--- config.mk ---
export PLATFORM = sky130hd
export DESIGN_NAME = dmem_bus_ctrl
export DESIGN_NICKNAME = d
export VERILOG_FILES = /design/src/rtl/dmem_bus_ctrl.sv
export SDC_FILE = /design/constraint.sdc
export NUM_CORES = 1
export LEC_CHECK = 0
export CORE_ASPECT_RATIO = 1.75
export CORE_UTILIZATION = 39
export DETAILED_ROUTE_END_ITERATION = 8
export GPL_TIMING_DRIVEN = 0
export HOLD_SLACK_MARGIN = 0.12
export PLACE_DENSITY = 0.81
export SYNTH_ARGS = -nofsm -noshare
export SYNTH_HDL_FRONTEND = slang
export SYNTH_SLANG_ARGS = --single-unit
--- constraint.sdc ---
create_clock -name clk -period 2.8 [get_ports clk]
set_clock_uncertainty 0.15 [all_clocks]
set_input_delay 0.42 -clock clk [delete_from_list [all_inputs] [get_ports clk]]
set_output_delay 0.42 -clock clk [all_outputs]
set_load 0.02 [all_outputs]
--- src/rtl/dmem_bus_ctrl.sv ---
`default_nettype none
// =============================================================================
// dmem_bus_ctrl : CPU data-side decoder for RAM / IO / unmapped, with IO timeout
// Rev 1.0
// =============================================================================
module dmem_bus_ctrl #(
   parameter int          RAM_AW  = 12,
   parameter logic [31:0] IO_BASE = 32'hFFFF_FF00,
   parameter int          TIMEOUT = 255
) (
   input  logic              clk,
   input  logic              rst,
   input  logic [31:0]       cpu_addr,
   input  logic [31:0]       cpu_wdata,
   input  logic [3:0]        cpu_wr,
   input  logic [3:0]        cpu_en,
   output logic [31:0]       cpu_rdata,
   output logic              cpu_stall,
   output logic [RAM_AW-1:0] ram_addr,
   output logic [31:0]       ram_wdata,
   output logic [3:0]        ram_we,
   output logic              ram_en,
   input  logic [31:0]       ram_rdata,
   output logic              io_req,
   output logic              io_we,
   output logic [7:0]        io_addr,
   output logic [31:0]       io_wdata,
   output logic [3:0]        io_be,
   input  logic              io_ack,
   input  logic [31:0]       io_rdata,
   input  logic              err_clr,
   output logic              bus_err,
   output logic [31:0]       err_addr
);

   typedef enum logic [1:0] {
      S_IDLE    = 2'd0,
      S_RAM_RD  = 2'd1,
      S_IO_WAIT = 2'd2,
      S_DONE    = 2'd3
   } state_t;

   localparam logic [31:0] C_BAD_DATA = 32'hDEAD_BEEF;
   localparam logic [7:0]  C_CNT_LAST = 8'(TIMEOUT - 1);

   state_t      r_state;
   logic [31:0] r_rdata;
   logic [7:0]  r_cnt;

   logic w_access;
   logic w_write;
   logic w_hit_ram;
   logic w_hit_io;
   logic w_raise;

   assign w_access  = |cpu_en;
   assign w_write   = |cpu_wr;
   assign w_hit_ram = (cpu_addr[31:RAM_AW+2] == '0);
   assign w_hit_io  = (cpu_addr[31:8] == IO_BASE[31:8]);

   assign ram_addr  = cpu_addr[RAM_AW+1:2];
   assign ram_wdata = cpu_wdata;
   // RAM read data arrives one cycle after the strobe and is forwarded straight through
   assign cpu_rdata = (r_state == S_RAM_RD) ? ram_rdata : r_rdata;

   always_comb begin
      cpu_stall = 1'b0;
      ram_en    = 1'b0;
      ram_we    = '0;
      w_raise   = 1'b0;
      if (rst) begin
         if (r_state == S_IDLE && w_access) begin
            if (w_hit_ram) begin
               ram_en = 1'b1;
               if (w_write) ram_we = cpu_wr & cpu_en;
               else         cpu_stall = 1'b1;
            end else begin
               cpu_stall = 1'b1;
               w_raise   = !w_hit_io;
            end
         end else if (r_state == S_IO_WAIT) begin
            cpu_stall = 1'b1;
            // an ack in the final wait cycle takes precedence over the timeout
            w_raise   = !io_ack && (r_cnt == C_CNT_LAST);
         end
      end
   end

   always_ff @(posedge clk) begin
      if (!rst) begin
         r_state  <= S_IDLE;
         r_rdata  <= '0;
         r_cnt    <= '0;
         io_req   <= 1'b0;
         io_we    <= 1'b0;
         io_addr  <= '0;
         io_wdata <= '0;
         io_be    <= '0;
         bus_err  <= 1'b0;
         err_addr <= '0;
      end else begin
         case (r_state)
            S_IDLE: begin
               if (w_access) begin
                  if (w_hit_ram) begin
                     if (!w_write) r_state <= S_RAM_RD;
                  end else if (w_hit_io) begin
                     io_req   <= 1'b1;
                     io_we    <= w_write;
                     io_addr  <= cpu_addr[7:0];
                     io_wdata <= cpu_wdata;
                     io_be    <= cpu_en;
                     r_cnt    <= '0;
                     r_state  <= S_IO_WAIT;
                  end else begin
                     r_rdata <= C_BAD_DATA;
                     r_state <= S_DONE;
                  end
               end
            end
            S_RAM_RD: r_state <= S_IDLE;
            S_IO_WAIT: begin
               if (io_ack) begin
                  r_rdata <= io_rdata;
                  io_req  <= 1'b0;
                  r_state <= S_DONE;
               end else if (r_cnt == C_CNT_LAST) begin
                  r_rdata <= C_BAD_DATA;
                  io_req  <= 1'b0;
                  r_state <= S_DONE;
               end else begin
                  r_cnt <= r_cnt + 8'd1;
               end
            end
            S_DONE:  r_state <= S_IDLE;
            default: r_state <= S_IDLE;
         endcase

         if (w_raise) begin
            bus_err <= 1'b1;
            if (!bus_err) err_addr <= cpu_addr;
         end else if (err_clr) begin
            bus_err <= 1'b0;
         end
      end
   end

endmodule
`default_nettype wire
==> impl_metrics.json <==
{
  "clk_pin_slew_ps": 50,
  "vias": 5676,
  "cp_max_fo": 5,
  "outcome": "complete, no violations",
  "globalRouteTotalUtil_pct": 25.7,
  "drv_slew": 0,
  "max_clock_freq_mhz": 368,
  "fin_nets": 1085,
  "critPathCaptureType": "primary output",
  "num-fill-cells": 1153,
  "sequential_cell_area_mm2": 0.00242,
  "mostFrequentLayoutCells": "clkdlybuf4s50_1 (253), nand2_1 (131), dfxtp_1 (121), buf_4 (56), nand3_1 (43)",
  "grt-ovfl-total": 0,
  "setup_tns_ps": 0,
  "synthDistinctLibCells": 43,
  "layout.core_utilization_pct": 68.0,
  "initial_core_utilization_pct": 39.7,
  "cts_made_buffers": 17,
  "timing_hold_violations_final": 0,
  "grt_pass1_vias": 5820,
  "ff2ff_setup_slack_ps": 460,
  "dp_worst_setup_slack_ps": -778,
  "die-width_um": 91.7,
  "clock-sinks": 121,
  "synth_cells": 619,
  "min_period_over_period_pct": 97.1,
  "drt_iter0_markers": 214,
  "row_count": 57,
  "clock_tree.root_cell": "clkbuf_16",
  "relSlewSlack_pct": 51.9,
  "grt_first_pass_wirelength_mm": 29.5,
  "antenna_cells": 0,
  "worstMarginPinSlew_ps": 715,
  "placement.io_buffers": 300,
  "layout-drive-gt1-share_pct": 15.6,
  "netlist_area_mm2": 0.00549,
  "ios": 301,
  "totalPowerFinal_w": 0.00520,
  "setup_viol": 0,
  "hold_path.class": "input pin to flip-flop",
  "estimated_wirelength_of_the_detail_placed_design_mm": 14.4,
  "routed_via_count_divided_by_cell_count": 5.02,
  "power-per-cell-area_mw_per_mm2": 552,
  "critPathKind": "input pin to primary output",
  "die_h_um": 159,
  "max-cap-violations": 0,
  "cp.arrival_ps": 2150,
  "p_leak_nw": 3.73,
  "post_synthesis_area_per_instance_um2": 8.86,
  "fp.coreArea_mm2": 0.0138,
  "cts_hold_buf": 0,
  "largest_net_degree_at_the_start_of_global_routing": 17,
  "multiInputGateArea_mm2": 0.00255,
  "cts-root-to-sink-buffers": 2,
  "number_of_antenna_violations_at_the_first_check_in_global_routing": 0,
  "drt-pass1-iter-count": 4,
  "worst-endpoint-required_ps": 2230,
  "startpoint_type": "input pin",
  "synth-warning-count": 0,
  "synthToLayoutAreaGrowth_pct": 71.6,
  "clk_latency_ps": 410,
  "post_synthesis_register_bit_count": 121,
  "min_setup_slack_post_route_ps": 81.7,
  "clock_tree_from_tritoncts": "built",
  "htree_levels": 4,
  "routed_wire_length_mm": 18.9,
  "wl_per_cell_um": 16.7,
  "final_common_cell": "clkdlybuf4s50_1",
  "synth.yosys.seq_area_share_pct": 44.2,
  "count_of_antenna_violating_nets_left_after_detailed_routing": 0,
  "place_congestion": 0.851,
  "max-vdd-ir-drop_mv": 0.341,
  "postSynthNetCount": 761,
  "design.die.area_mm2": 0.0146,
  "drc_errors": 0,
  "period_needed_ps": 2720
}
[sequential cells by signal, summed over array words and instances, names as in the netlist]
signal / count
bus_err: 1
io_be: 4
r_state: 2
r_cnt: 8
err_addr: 32
io_req: 1
io_we: 1
r_rdata: 32
io_addr: 8
io_wdata: 32
[power by group]
group | total, W | internal [W] | switching [W] | leakage [nW]
clock network | 0.00222 | 0.00146 | 0.000768 | 0.288
logic | 0.00110 | 0.000582 | 0.000514 | 2.46
registers | 0.00188 | 0.00182 | 0.0000578 | 0.989
total | 0.00520 | 0.00386 | 0.00134 | 3.73
[final timing paths]
kind                     start            to  cells past startpoint
hold reg to reg   io_wdata[11]  io_wdata[11]                      2
hold / removal    cpu_addr[17]  err_addr[17]                      3
setup / recovery     cpu_en[2]     ram_we[0]                      6
setup reg to reg      r_cnt[3]   r_rdata[26]                      8
[metal layers]
layer | GRT usage, % | vias to the layer above | wire, um | part of all wire, %
li1 | - | 2779 | - | -
met3 | 5.84 | 36 | 1050 | 5.5
met5 | 0 | - | 0 | 0
met1 | 26.8 | 2651 | 7070 | 37
met2 | 48.2 | 210 | 10200 | 54
met4 | 11.0 | 0 | 542 | 2.9
[what timing repair did]
item                                    4_1_cts  5_1_grt
endpoints found under the setup margin       38       23
resized for setup                            66       21
pin swaps                                     7        2
buffers inserted                              2        3
endpoints found under the hold margin         0        0
[stage by stage]
stage          instances  area, um^2  hold WS, ps
2_1_floorplan        619        5490          274
3_3_place_gp        1096        8710          290
3_5_place_dp        1096        8710          295
4_1_cts             1128        9340          257
5_1_grt             1131        9410          210
6_report            1131        9410          173
[logic make-up after synthesis]
family	count (synthesis)	synth area share [%]
DFF	121	44.2
adders and majority gates	2	0.456
buffers and inverters	90	9.90
AOI/OAI and AO/OA	144	19.3
muxes	32	6.57
and+or+nand+nor	230	19.6
[cells in the mapped netlist (all sizes together)]
| cell type | n | area share [%] |
|---|---|---|
| o21ai | 43 | 3.9 |
| a31oi | 4 | 0.46 |
| o2bb2ai | 1 | 0.27 |
| a21boi | 52 | 7.1 |
| o21a | 1 | 0.14 |
| a22oi | 8 | 1.1 |
| buf | 55 | 7.5 |
| nand3b | 1 | 0.14 |
| dfxtp | 121 | 44 |
| nand2b | 2 | 0.23 |
| nor3 | 1 | 0.091 |
| nor4 | 7 | 1.5 |
| or4 | 2 | 0.41 |
| a21oi | 8 | 0.94 |
| o211a | 1 | 0.18 |
| or3 | 1 | 0.11 |
| nor2b | 6 | 0.68 |
| nand4 | 6 | 0.68 |
| nand3 | 43 | 3.9 |
| nand2 | 132 | 9.1 |
| nand4b | 1 | 0.16 |
| mux2 | 32 | 6.6 |
| and2 | 2 | 0.27 |
| nor2 | 15 | 1.0 |
| inv | 3 | 0.21 |
| o221a | 24 | 4.9 |
| o211ai | 2 | 0.27 |
| and3 | 6 | 0.68 |
| or2 | 3 | 0.34 |
| and4 | 2 | 0.32 |
| ha | 2 | 0.46 |
| clkbuf | 32 | 2.2 |
[layout make-up]
type	count	area share, %
tap	177	2.35
timing repair buffer	305	32.4
clock inverter	8	1.28
buffer	87	5.98
multi-input combinational	408	27.1
clock buffer	22	5.04
inverter	3	0.120
sequential	121	25.7
[critical path, stage by stage]
cell             delay, ps
clkdlybuf4s50_1        530
nor4_4                 480
nor2_1                 140
and3_4                 230
and3_1                 190
buf_4                  150
Power figures use the tool's default switching activity.
